[src/rtl/i2c_target_pkg.sv]
// ============================================================================
//  Module      : i2c_target_pkg
//  Description : Shared constants for the I2C target: target FSM state
//                encodings, the byte bit count and a bit-shift helper.
//  Revision    : 1.0 - initial release
// ============================================================================
`default_nettype none

package i2c_target_pkg;

  // Target FSM state encodings (shared with the controller's view of the bus)
  localparam logic [3:0] k_t_idle      = 4'd0;
  localparam logic [3:0] k_t_addr      = 4'd1;
  localparam logic [3:0] k_t_addr_ack  = 4'd2;
  localparam logic [3:0] k_t_rx        = 4'd3;
  localparam logic [3:0] k_t_rx_ack    = 4'd4;
  localparam logic [3:0] k_t_tx_load   = 4'd5;
  localparam logic [3:0] k_t_tx        = 4'd6;
  localparam logic [3:0] k_t_tx_ack    = 4'd7;
  localparam logic [3:0] k_t_wait_stop = 4'd8;

  // Bits per byte on the wire (ACK bit not included)
  localparam logic [3:0] k_bit_count   = 4'd8;

  // MSB-first shift of one sampled bit into a byte
  function automatic logic [7:0] shift_in(input logic [7:0] s, input logic b);
    return {s[6:0], b};
  endfunction

endpackage

`default_nettype wire

[src/rtl/i2c_bus_sync.sv]
// ============================================================================
//  Module      : i2c_bus_sync
//  Description : Two-flop synchronizers on SCL and SDA followed by a one-flop
//                edge detector. Produces the synchronized SDA level plus
//                SCL rise/fall and START/STOP strobes.
//  Ports       : clk, reset        - clock, async active-high reset
//                scl_in, sda_in    - raw pin levels
//                sda               - synchronized SDA level
//                scl_rise/scl_fall - one-cycle SCL edge strobes
//                start_det         - SDA fell while SCL high
//                stop_det          - SDA rose while SCL high
//  Revision    : 1.0 - initial release
// ============================================================================
`default_nettype none

module i2c_bus_sync (
  input  logic clk,
  input  logic reset,
  input  logic scl_in,
  input  logic sda_in,
  output logic sda,
  output logic scl_rise,
  output logic scl_fall,
  output logic start_det,
  output logic stop_det
);

  logic [1:0] scl_sync_q, scl_sync_d;
  logic [1:0] sda_sync_q, sda_sync_d;
  logic       scl_prev_q, scl_prev_d;
  logic       sda_prev_q, sda_prev_d;
  logic       w_scl;

  always_comb begin
    scl_sync_d = {scl_sync_q[0], scl_in};
    sda_sync_d = {sda_sync_q[0], sda_in};
    scl_prev_d = scl_sync_q[1];
    sda_prev_d = sda_sync_q[1];
  end

  // Everything resets high so an idle bus produces no edges after reset.
  always_ff @(posedge clk or posedge reset) begin
    if (reset) begin
      scl_sync_q <= 2'b11;
      sda_sync_q <= 2'b11;
      scl_prev_q <= 1'b1;
      sda_prev_q <= 1'b1;
    end else begin
      scl_sync_q <= scl_sync_d;
      sda_sync_q <= sda_sync_d;
      scl_prev_q <= scl_prev_d;
      sda_prev_q <= sda_prev_d;
    end
  end

  assign w_scl     = scl_sync_q[1];
  assign sda       = sda_sync_q[1];
  assign scl_rise  =  w_scl & ~scl_prev_q;
  assign scl_fall  = ~w_scl &  scl_prev_q;
  // SCL must have been high in both samples, so an SDA change that coincides
  // with an SCL edge is never taken as START/STOP.
  assign start_det = w_scl & scl_prev_q &  sda_prev_q & ~sda;
  assign stop_det  = w_scl & scl_prev_q & ~sda_prev_q &  sda;

endmodule

`default_nettype wire

[src/rtl/i2c_target.sv]
// ============================================================================
//  Module      : i2c_target
//  Description : I2C target (responder). Detects START / repeated START /
//                STOP, matches a 7-bit address, ACKs, streams write bytes to
//                the user and shifts user bytes out on reads, stretching SCL
//                while no read byte is available.
//  Ports       : clk, reset          - clock, async active-high reset
//                scl_in, sda_in      - raw bus levels
//                scl_oe, sda_oe      - 1 = pull the line low
//                rx_data, rx_valid   - received write byte + one-cycle strobe
//                tx_data, tx_valid,
//                tx_ready            - read byte handshake
//                addressed, rw, busy - transfer status
//  Revision    : 1.0 - initial release
// ============================================================================
`default_nettype none

module i2c_target
  import i2c_target_pkg::*;
#(
  parameter logic [6:0] ADDR        = 7'h42,
  parameter int         HOLD_CYCLES = 4,
  parameter bit         STRETCH_EN  = 1'b1
) (
  input  logic       clk,
  input  logic       reset,
  input  logic       scl_in,
  input  logic       sda_in,
  output logic       scl_oe,
  output logic       sda_oe,
  output logic [7:0] rx_data,
  output logic       rx_valid,
  input  logic [7:0] tx_data,
  input  logic       tx_valid,
  output logic       tx_ready,
  output logic       addressed,
  output logic       rw,
  output logic       busy
);

  localparam int                HOLD_W    = $clog2(HOLD_CYCLES + 1);
  localparam logic [HOLD_W-1:0] HOLD_LOAD = HOLD_W'(HOLD_CYCLES);
  localparam logic [HOLD_W-1:0] HOLD_ONE  = HOLD_W'(1);

  logic w_sda, w_scl_rise, w_scl_fall, w_start, w_stop;

  i2c_bus_sync u_sync (
    .clk       (clk),
    .reset     (reset),
    .scl_in    (scl_in),
    .sda_in    (sda_in),
    .sda       (w_sda),
    .scl_rise  (w_scl_rise),
    .scl_fall  (w_scl_fall),
    .start_det (w_start),
    .stop_det  (w_stop)
  );

  logic [3:0]        state_q, state_d;
  logic [3:0]        bitcnt_q, bitcnt_d;
  logic [7:0]        shreg_q, shreg_d;
  logic              rw_q, rw_d;
  logic              addressed_q, addressed_d;
  logic              busy_q, busy_d;
  logic              sda_oe_q, sda_oe_d;
  logic              scl_oe_q, scl_oe_d;
  logic [7:0]        rx_data_q, rx_data_d;
  logic              rx_valid_q, rx_valid_d;
  logic              tx_ready_q, tx_ready_d;
  // SDA changes are deferred: hold_cnt counts down after an SCL fall and
  // sda_next is applied to sda_oe when it expires.
  logic [HOLD_W-1:0] hold_cnt_q, hold_cnt_d;
  logic              sda_next_q, sda_next_d;

  logic [7:0]        w_shift;
  logic              w_tx_hs;
  logic              w_last_bit;

  assign w_shift    = shift_in(shreg_q, w_sda);
  assign w_tx_hs    = tx_valid & tx_ready_q;
  assign w_last_bit = (bitcnt_q == k_bit_count - 4'd1);

  always_comb begin
    state_d     = state_q;
    bitcnt_d    = bitcnt_q;
    shreg_d     = shreg_q;
    rw_d        = rw_q;
    addressed_d = addressed_q;
    busy_d      = busy_q;
    sda_oe_d    = sda_oe_q;
    scl_oe_d    = scl_oe_q;
    rx_data_d   = rx_data_q;
    rx_valid_d  = 1'b0;
    tx_ready_d  = tx_ready_q;
    hold_cnt_d  = hold_cnt_q;
    sda_next_d  = sda_next_q;

    if (hold_cnt_q != '0) begin
      hold_cnt_d = hold_cnt_q - HOLD_ONE;
      if (hold_cnt_q == HOLD_ONE) begin
        sda_oe_d = sda_next_q;
      end
    end

    // Bus conditions take priority over any bit-level action.
    if (w_stop) begin
      state_d     = k_t_idle;
      bitcnt_d    = '0;
      busy_d      = 1'b0;
      addressed_d = 1'b0;
      sda_oe_d    = 1'b0;
      scl_oe_d    = 1'b0;
      tx_ready_d  = 1'b0;
      hold_cnt_d  = '0;
      sda_next_d  = 1'b0;
    end else if (w_start) begin
      state_d     = k_t_addr;
      bitcnt_d    = '0;
      busy_d      = 1'b1;
      addressed_d = 1'b0;
      tx_ready_d  = 1'b0;
      // SCL is high here, so we cannot be stretching; SDA release is timed
      // like any other SDA change.
      scl_oe_d    = 1'b0;
      hold_cnt_d  = HOLD_LOAD;
      sda_next_d  = 1'b0;
    end else begin
      case (state_q)
        k_t_addr: begin
          if (w_scl_rise) begin
            shreg_d  = w_shift;
            bitcnt_d = bitcnt_q + 4'd1;
            if (w_last_bit) begin
              bitcnt_d = '0;
              if (w_shift[7:1] == ADDR) begin
                rw_d    = w_shift[0];
                state_d = k_t_addr_ack;
              end else begin
                state_d = k_t_wait_stop;
              end
            end
          end
        end

        // bitcnt marks whether the ACK clock has risen: 0 before, 1 after.
        k_t_addr_ack, k_t_rx_ack: begin
          if (w_scl_fall && bitcnt_q == 4'd0) begin
            hold_cnt_d = HOLD_LOAD;
            sda_next_d = 1'b1;
          end else if (w_scl_rise) begin
            bitcnt_d = 4'd1;
            if (state_q == k_t_addr_ack) begin
              addressed_d = 1'b1;
            end
          end else if (w_scl_fall) begin
            bitcnt_d   = '0;
            hold_cnt_d = HOLD_LOAD;
            sda_next_d = 1'b0;
            if (state_q == k_t_rx_ack || !rw_q) begin
              state_d = k_t_rx;
            end else begin
              state_d    = k_t_tx_load;
              tx_ready_d = 1'b1;
            end
          end
        end

        k_t_rx: begin
          if (w_scl_rise) begin
            shreg_d  = w_shift;
            bitcnt_d = bitcnt_q + 4'd1;
            if (w_last_bit) begin
              rx_data_d  = w_shift;
              rx_valid_d = 1'b1;
              bitcnt_d   = '0;
              state_d    = k_t_rx_ack;
            end
          end
        end

        k_t_tx_load: begin
          if (w_tx_hs) begin
            shreg_d    = tx_data;
            tx_ready_d = 1'b0;
            scl_oe_d   = 1'b0;
            bitcnt_d   = '0;
            state_d    = k_t_tx;
            if (scl_oe_q) begin
              // SCL goes high on this same edge; putting bit 7 out together
              // with the release keeps SDA stable for the whole high phase.
              sda_oe_d   = ~tx_data[7];
              hold_cnt_d = '0;
            end else begin
              hold_cnt_d = HOLD_LOAD;
              sda_next_d = ~tx_data[7];
            end
          end else if (STRETCH_EN) begin
            scl_oe_d = 1'b1;
          end else if (w_scl_rise) begin
            // No byte and no stretching: bit 7 is already being sampled with
            // SDA released, so the byte on the wire is all ones.
            shreg_d    = 8'hFF;
            tx_ready_d = 1'b0;
            bitcnt_d   = '0;
            state_d    = k_t_tx;
          end
        end

        k_t_tx: begin
          if (w_scl_fall) begin
            hold_cnt_d = HOLD_LOAD;
            if (w_last_bit) begin
              sda_next_d = 1'b0;
              bitcnt_d   = '0;
              state_d    = k_t_tx_ack;
            end else begin
              shreg_d    = {shreg_q[6:0], 1'b1};
              sda_next_d = ~shreg_q[6];
              bitcnt_d   = bitcnt_q + 4'd1;
            end
          end
        end

        k_t_tx_ack: begin
          if (w_scl_rise) begin
            if (!w_sda) begin
              bitcnt_d = 4'd1;
            end else begin
              addressed_d = 1'b0;
              state_d     = k_t_wait_stop;
            end
          end else if (w_scl_fall && bitcnt_q == 4'd1) begin
            bitcnt_d   = '0;
            state_d    = k_t_tx_load;
            tx_ready_d = 1'b1;
          end
        end

        default: begin
          // k_t_idle / k_t_wait_stop: only START or STOP moves us on.
        end
      endcase
    end
  end

  always_ff @(posedge clk or posedge reset) begin
    if (reset) begin
      state_q     <= k_t_idle;
      bitcnt_q    <= '0;
      shreg_q     <= '0;
      rw_q        <= 1'b0;
      addressed_q <= 1'b0;
      busy_q      <= 1'b0;
      sda_oe_q    <= 1'b0;
      scl_oe_q    <= 1'b0;
      rx_data_q   <= '0;
      rx_valid_q  <= 1'b0;
      tx_ready_q  <= 1'b0;
      hold_cnt_q  <= '0;
      sda_next_q  <= 1'b0;
    end else begin
      state_q     <= state_d;
      bitcnt_q    <= bitcnt_d;
      shreg_q     <= shreg_d;
      rw_q        <= rw_d;
      addressed_q <= addressed_d;
      busy_q      <= busy_d;
      sda_oe_q    <= sda_oe_d;
      scl_oe_q    <= scl_oe_d;
      rx_data_q   <= rx_data_d;
      rx_valid_q  <= rx_valid_d;
      tx_ready_q  <= tx_ready_d;
      hold_cnt_q  <= hold_cnt_d;
      sda_next_q  <= sda_next_d;
    end
  end

  assign scl_oe    = scl_oe_q;
  assign sda_oe    = sda_oe_q;
  assign rx_data   = rx_data_q;
  assign rx_valid  = rx_valid_q;
  assign tx_ready  = tx_ready_q;
  assign addressed = addressed_q;
  assign rw        = rw_q;
  assign busy      = busy_q;

endmodule

`default_nettype wire

[config.mk]
export PLATFORM = sky130hd
export DESIGN_NAME = i2c_target
export DESIGN_NICKNAME = d
export VERILOG_FILES = /design/src/rtl/i2c_target_pkg.sv /design/src/rtl/i2c_bus_sync.sv /design/src/rtl/i2c_target.sv
export SDC_FILE = /design/constraint.sdc
export NUM_CORES = 1
export LEC_CHECK = 0
export ABC_AREA = 1
export CAP_MARGIN = 20
export CORE_MARGIN = 5
export CORE_UTILIZATION = 35
export DETAILED_ROUTE_END_ITERATION = 8
export DONT_BUFFER_PORTS = 1
export PLACE_DENSITY = 0.47
export RECOVER_POWER = 50
export SLEW_MARGIN = 20
export SYNTH_ARGS = -nofsm -noshare
export SYNTH_HDL_FRONTEND = slang
export SYNTH_HIERARCHICAL = 1
export SYNTH_SLANG_ARGS = --single-unit
export TNS_END_PERCENT = 30
[constraint.sdc]
create_clock -name clk -period 2.15 [get_ports clk]
set_clock_uncertainty 0.05 [all_clocks]
set_input_delay 0.215 -clock clk [delete_from_list [all_inputs] [get_ports clk]]
set_output_delay 0.215 -clock clk [all_outputs]
set_load 0.03 [all_outputs]
Yosys cells after proc, flatten, opt, wreduce, memory -nomap -nowiden

Cells that the tools add are included.

Flip-flop bits (word level): 40
Input port bits: 13

Add/subtract/negate cells: 2
Multiplexer cells: 91
Equal/unequal tests: 40
Reduce and logical (&&, ||, !) cells: 24
Bitwise operators: 16

Operators with widths:

| kind               | number |
|---|---|
| $mux 4             | 28 |
| $ne 4x2->1 const B | 11 |
| $mux 1             | 43 |
| $mux 7             | 4 |
| $mux 3             | 9 |
| $ne 4x1->1 const B | 6 |
| $pmux 4 s6         | 1 |
| $pmux 7 s3         | 1 |
| $eq 4x3->1 const B | 5 |
| $pmux 4 s5         | 1 |
| $reduce_and 6->1   | 3 |
| $reduce_and 8->1   | 2 |
| $ne 5x5->1 const B | 3 |
| $reduce_and 13->1  | 1 |
| $ne 5x2->1 const B | 2 |
| $reduce_bool 5->1  | 2 |
| $pmux 3 s3         | 1 |
| $reduce_bool 3->1  | 3 |
| $and 1x1->1        | 8 |
| $eq 4x1->1 const B | 2 |
| $eq 4x2->1 const B | 2 |
| $ne 4x4->1 const B | 2 |
| $not 1->1          | 8 |
| $reduce_bool 8->1  | 1 |
| other kinds (19)   | 24 |

Depth between registers and ports, before layout

Word-level depth: 9
Mapped depth: 13

Modules after synthesis

The synthesis kept the hierarchy.

Modules (own cells, without submodules):

| module       | times used | area an instance (um^2) | seq. area each (um^2) | cells each |
|---|---|---|---|---|
| i2c_target   | 1          | 2358.5                  | 850.8                 | 335 |
| i2c_bus_sync | 1          | 202.7                   | 157.7                 | 18 |

Worst setup path after synthesis

OpenSTA, ideal clock, no wires.

Path kind: register to register
Start point: reg u_sync.sda_sync_q[1]
End point: reg state_q[2]
Arrival time: 1708 ps
Cell stages (with the launch flop): 13
Data required time: 1983 ps
Path buffers: 1
Period minus slack after synthesis: 1875 ps
Setup slack: 275 ps
Cell sequence: dfstp_2 -> nand2_1 -> nor2_1 -> inv_1 -> nand2_1 -> buf_2 -> nor2_1 -> nand2_2 -> nand2_2 -> nor2_4 -> nand3b_4 -> nand2_1 -> nand2_1

Elaborated cells on any way between the ends: 19
Classes of those cells: eq/ne: 12; mux: 2; bitwise: 3; reduce/logical: 2

RTL lines:

| item                                         | line               | source |
|---|---|---|
| start: declaration                           | i2c_bus_sync.sv:29 | `logic [1:0] sda_sync_q, sda_sync_d;` |
| start signal: assignment                     | i2c_bus_sync.sv:50 | `sda_sync_q <= sda_sync_d;` |
| $and 1x1->1 (*)                              | i2c_bus_sync.sv:63 | `assign stop_det = w_scl & scl_prev_q & ~sda_prev_q & sda;` |
| net w_stop                                   | i2c_target.sv:45   | `logic w_sda, w_scl_rise, w_scl_fall, w_start, w_stop;` |
| $ne 5x5->1 (no line) (tied with other cells) | n/a                |  |
| $reduce_and 13->1 (no line)                  | n/a                |  |
| end signal: assignment                       | i2c_target.sv:248  | `state_q <= k_t_idle;` |
| end signal: assignment                       | i2c_target.sv:262  | `state_q <= state_d;` |
| end: declaration                             | i2c_target.sv:59   | `logic [3:0] state_q, state_d;` |

The timed path passes the listed nets; every way through them passes the cells marked *.
A chain may end at the register's enable or synchronous reset.

Worst setup path after layout

Start point: reg u_sync.sda_sync_q[1]
End point: reg rw_q, in the netlist rw

Cells in the longest elaborated chain, start to end: 4
Elaborated cells on any way between the ends: 6
Classes of those cells: bitwise: 5; reduce/logical: 1

RTL lines:

| item                       | line               | source |
|---|---|---|
| $not 1->1                  | i2c_bus_sync.sv:62 | `assign start_det = w_scl & scl_prev_q & sda_prev_q & ~sda;` |
| $and 1x1->1                | i2c_bus_sync.sv:62 |  |
| net w_start                | i2c_target.sv:45   |  |
| $not 1->1 (no line)        | n/a                |  |
| $reduce_and 6->1 (no line) | n/a                |  |
| end signal: assignment     | i2c_target.sv:265  | `rw_q <= rw_d;` |
| end: declaration           | i2c_target.sv:62   | `logic rw_q, rw_d;` |

The timed path passes the listed nets, and every way through them passes these cells.

==> results.sh <==
export IMPL_worstSetupStartpointType="flop"
export IMPL_criticalPathCategory="flop to flop"
export IMPL_dp_slack_ps=122
export IMPL_cts_sinks=40
export IMPL_arrival_ps=2120
export IMPL_grt_pass1_vias=2238
export IMPL_yosysWarnings=6
export IMPL_period_needed_ps=1980
export IMPL_comb_power_share=0.247
export IMPL_die_y_um=95.5
export IMPL_dieArea_um2=9130
export IMPL_htreeDepth=2
export IMPL_postLayoutCoreUtil=0.397
export IMPL_period_share=0.923
export IMPL_drive_gt1_frac=0.174
export IMPL_mostFrequentLayoutCells="nand2_1, inv_1, dfrtp_1, nor2_1, nand3_1"
export IMPL_p_sw_uw=679
export IMPL_slew_headroom=0.510
export IMPL_hold_viol=0
export IMPL_hp_start="tx_data[2]"
export IMPL_first_pass_iters=4
export IMPL_grt_pass1_wl_um=10800
export IMPL_final_nets=387
export IMPL_cp_startpoint="u_sync/sda_sync_q[1]$_DFF_PP1_"
export IMPL_syn_num_nets=373
export IMPL_setup_viol=0
export IMPL_dieWidth_um=95.5
export IMPL_post_dp_hpwl_um=5100
export IMPL_grt_max_degree=20
export IMPL_p_clk_frac=0.266
export IMPL_syn_inst=353
export IMPL_yosysSeqAreaShare=0.394
export IMPL_grt_ovfl_total=0
export IMPL_status="completed"
export IMPL_rr_startpoint="u_sync/sda_sync_q[1]$_DFF_PP1_"
export IMPL_initial_utilization=0.357
export IMPL_clkSlewWorstSetupHoldPaths_ps=90
export IMPL_p_leak_nw=1.49
export IMPL_vdd_drop_max_mv=0.296
export IMPL_grtUsageTotal=0.154
export IMPL_final_common_cell="nand2_1"
export IMPL_synth_seq_cells=40
export IMPL_grt_setup_unrepaired="true"
export IMPL_antenna_found_initial=0
export IMPL_p_seq_frac=0.487
export IMPL_cts_buffer_depth=2
export IMPL_cts_tree="done"
export IMPL_maxCapViolCount=0
export IMPL_fin_ws_ps=165
export IMPL_ant_nets=0
export IMPL_rows=31
export IMPL_p_sw_frac=0.354
export IMPL_routed_via_count=2238
export IMPL_io_buffers=0
export IMPL_syn_to_final_growth_pct=11.1
export IMPL_pin_count=28
export IMPL_clk_latency_ps=300
export IMPL_end_kind="flop"
export IMPL_syn_area_um2=2560
export IMPL_wire_per_inst_um=13.9
export IMPL_path_max_fanout=14
export IMPL_max_freq_mhz=504
export IMPL_totalWireLength_um=6500
export IMPL_p_int_mw=1.24
export IMPL_cts_root_buf="clkbuf_8"
export IMPL_yosysUniqueCellTypes=29
export IMPL_cp_required_ps=2290
export IMPL_post_cts_buffers=0
export IMPL_min_delay_path_class="input port to flop"
export IMPL_cts_buffers=5
export IMPL_power_density_nw_per_um2=674
export IMPL_antenna_cells=0
export IMPL_rrSetupSlack_ps=170
export IMPL_via_per_inst=4.79
export IMPL_syn_area_per_cell_um2=7.26
export IMPL_drtIter0Drc=131
export IMPL_coreArea_um2=7180
export IMPL_report_final_slew_viol_count=0
export IMPL_worst_slew_pin_slew_ps=735
export IMPL_drcViolationCount=0
export IMPL_gp_congestion=0.910
synth_stat cells:
cell | number | area share
nand2_2 | 11 | 0.027
nor2_1 | 35 | 0.051
o21ai_1 | 12 | 0.023
o21ai_2 | 8 | 0.027
nand3b_4 | 1 | 0.0078
nand4_1 | 6 | 0.015
nand2_4 | 3 | 0.013
inv_2 | 4 | 0.0059
o21ai_0 | 19 | 0.037
nor4_1 | 1 | 0.0024
ha_1 | 7 | 0.034
a31oi_1 | 2 | 0.0049
nand3_4 | 1 | 0.0068
nand3_2 | 1 | 0.0039
o22ai_1 | 1 | 0.0024
nor3_2 | 1 | 0.0039
inv_1 | 47 | 0.069
nand2_1 | 102 | 0.15
dfstp_2 | 6 | 0.062
nor2_8 | 1 | 0.0078
buf_4 | 1 | 0.0029
nand3_1 | 28 | 0.055
nor3_1 | 2 | 0.0039
buf_8 | 1 | 0.0059
dfrtp_1 | 34 | 0.33
nor2_4 | 4 | 0.018
a21oi_1 | 7 | 0.014
nor2_2 | 3 | 0.0073
buf_2 | 4 | 0.0078
what timing repair did:
action,in CTS,in global routing
endpoints found under the hold margin,25,0
hold buffers,3,0
gates resized for setup,0,5
endpoints found under the setup margin,0,12
registers in the layout (all words and copies together) (netlist names):
name,count
addressed,1
bitcnt_q,4
busy,1
hold_cnt_q,3
rw,1
rx_data,8
rx_valid,1
scl_oe,1
sda_next_q,1
sda_oe,1
shreg_q,7
state_q,4
tx_ready,1
u_sync/scl_prev_q,1
u_sync/scl_sync_q,2
u_sync/sda_prev_q,1
u_sync/sda_sync_q,2
worst max-delay path, stage by stage (launching register included):
cell	delay, ps
dfstp_2	540
inv_1	40
nand2_1	60
nor2_2	50
inv_2	70
nand2_1	110
inv_2	230
nand2_1	110
nor2_1	220
nand4_1	210
nor2_1	130
a21oi_1	50
per-stage QoR:
stage                     hold WS (ps)  total power, mW  TNS, ps  cells  area [um^2]
after detailed placement           170             1.42        0    456         2720
after floorplan                    164             1.31        0    353         2560
after global placement             170             1.42        0    456         2720
final                              110             1.92        0    467         2850
after CTS                          100             1.95        0    467         2830
after global routing               113             2.07    -17.7    467         2850
power by group through the flow:
stage,clock [mW],combinational (mW),sequential [mW]
6_report,0.510,0.473,0.935
5_1_grt,0.560,0.556,0.951
4_1_cts,0.534,0.479,0.937
3_5_place_dp,0,0.472,0.951
3_3_place_gp,0,0.463,0.952
2_1_floorplan,0,0.378,0.930
cell type report:
type | count | area, um^2
inverters | 51 | 191
clock buffers | 6 | 72.6
well taps | 99 | 124
multi-input cells | 256 | 1340
clock inverters | 2 | 12.5
flip-flops and latches | 40 | 1010
fillers | 770 | 4330
repair buffers | 13 | 101
path summary, 6_finish.rpt:
check / depth (start not counted) / endpoint
hold / removal: 2 / shreg_q[2]$_DFFE_PP0P_
max in group asynchronous: 3 / bitcnt_q[0]$_DFFE_PP0P_
setup reg to reg: 11 / rw$_DFFE_PP0P_
hold reg to reg: 0 / u_sync/scl_sync_q[1]$_DFF_PP1_
setup / recovery: 11 / rw$_DFFE_PP0P_
min in group asynchronous: 2 / rx_valid$_DFF_PP0_
routing by layer:
metal	track usage	vias to the layer above	part of all wire
li1	-	1143	-
met1	0.202	1046	0.48
met2	0.252	39	0.46
met3	0.0371	10	0.041
met4	0.0427	0	0.018
met5	0	-	0
kinds of logic (layout without fill, tap and decap cells):
kind of cell,Yosys count,after routing,synth area share
flip-flops,40,40,0.394
AND/OR/NAND/NOR,200,200,0.372
adder cells (fa/ha/maj),7,7,0.0342
buffers and inverters,57,72,0.0914
AO/OA/AOI/OAI,49,49,0.109
No activity file was read; power rests on OpenSTA's default activity.
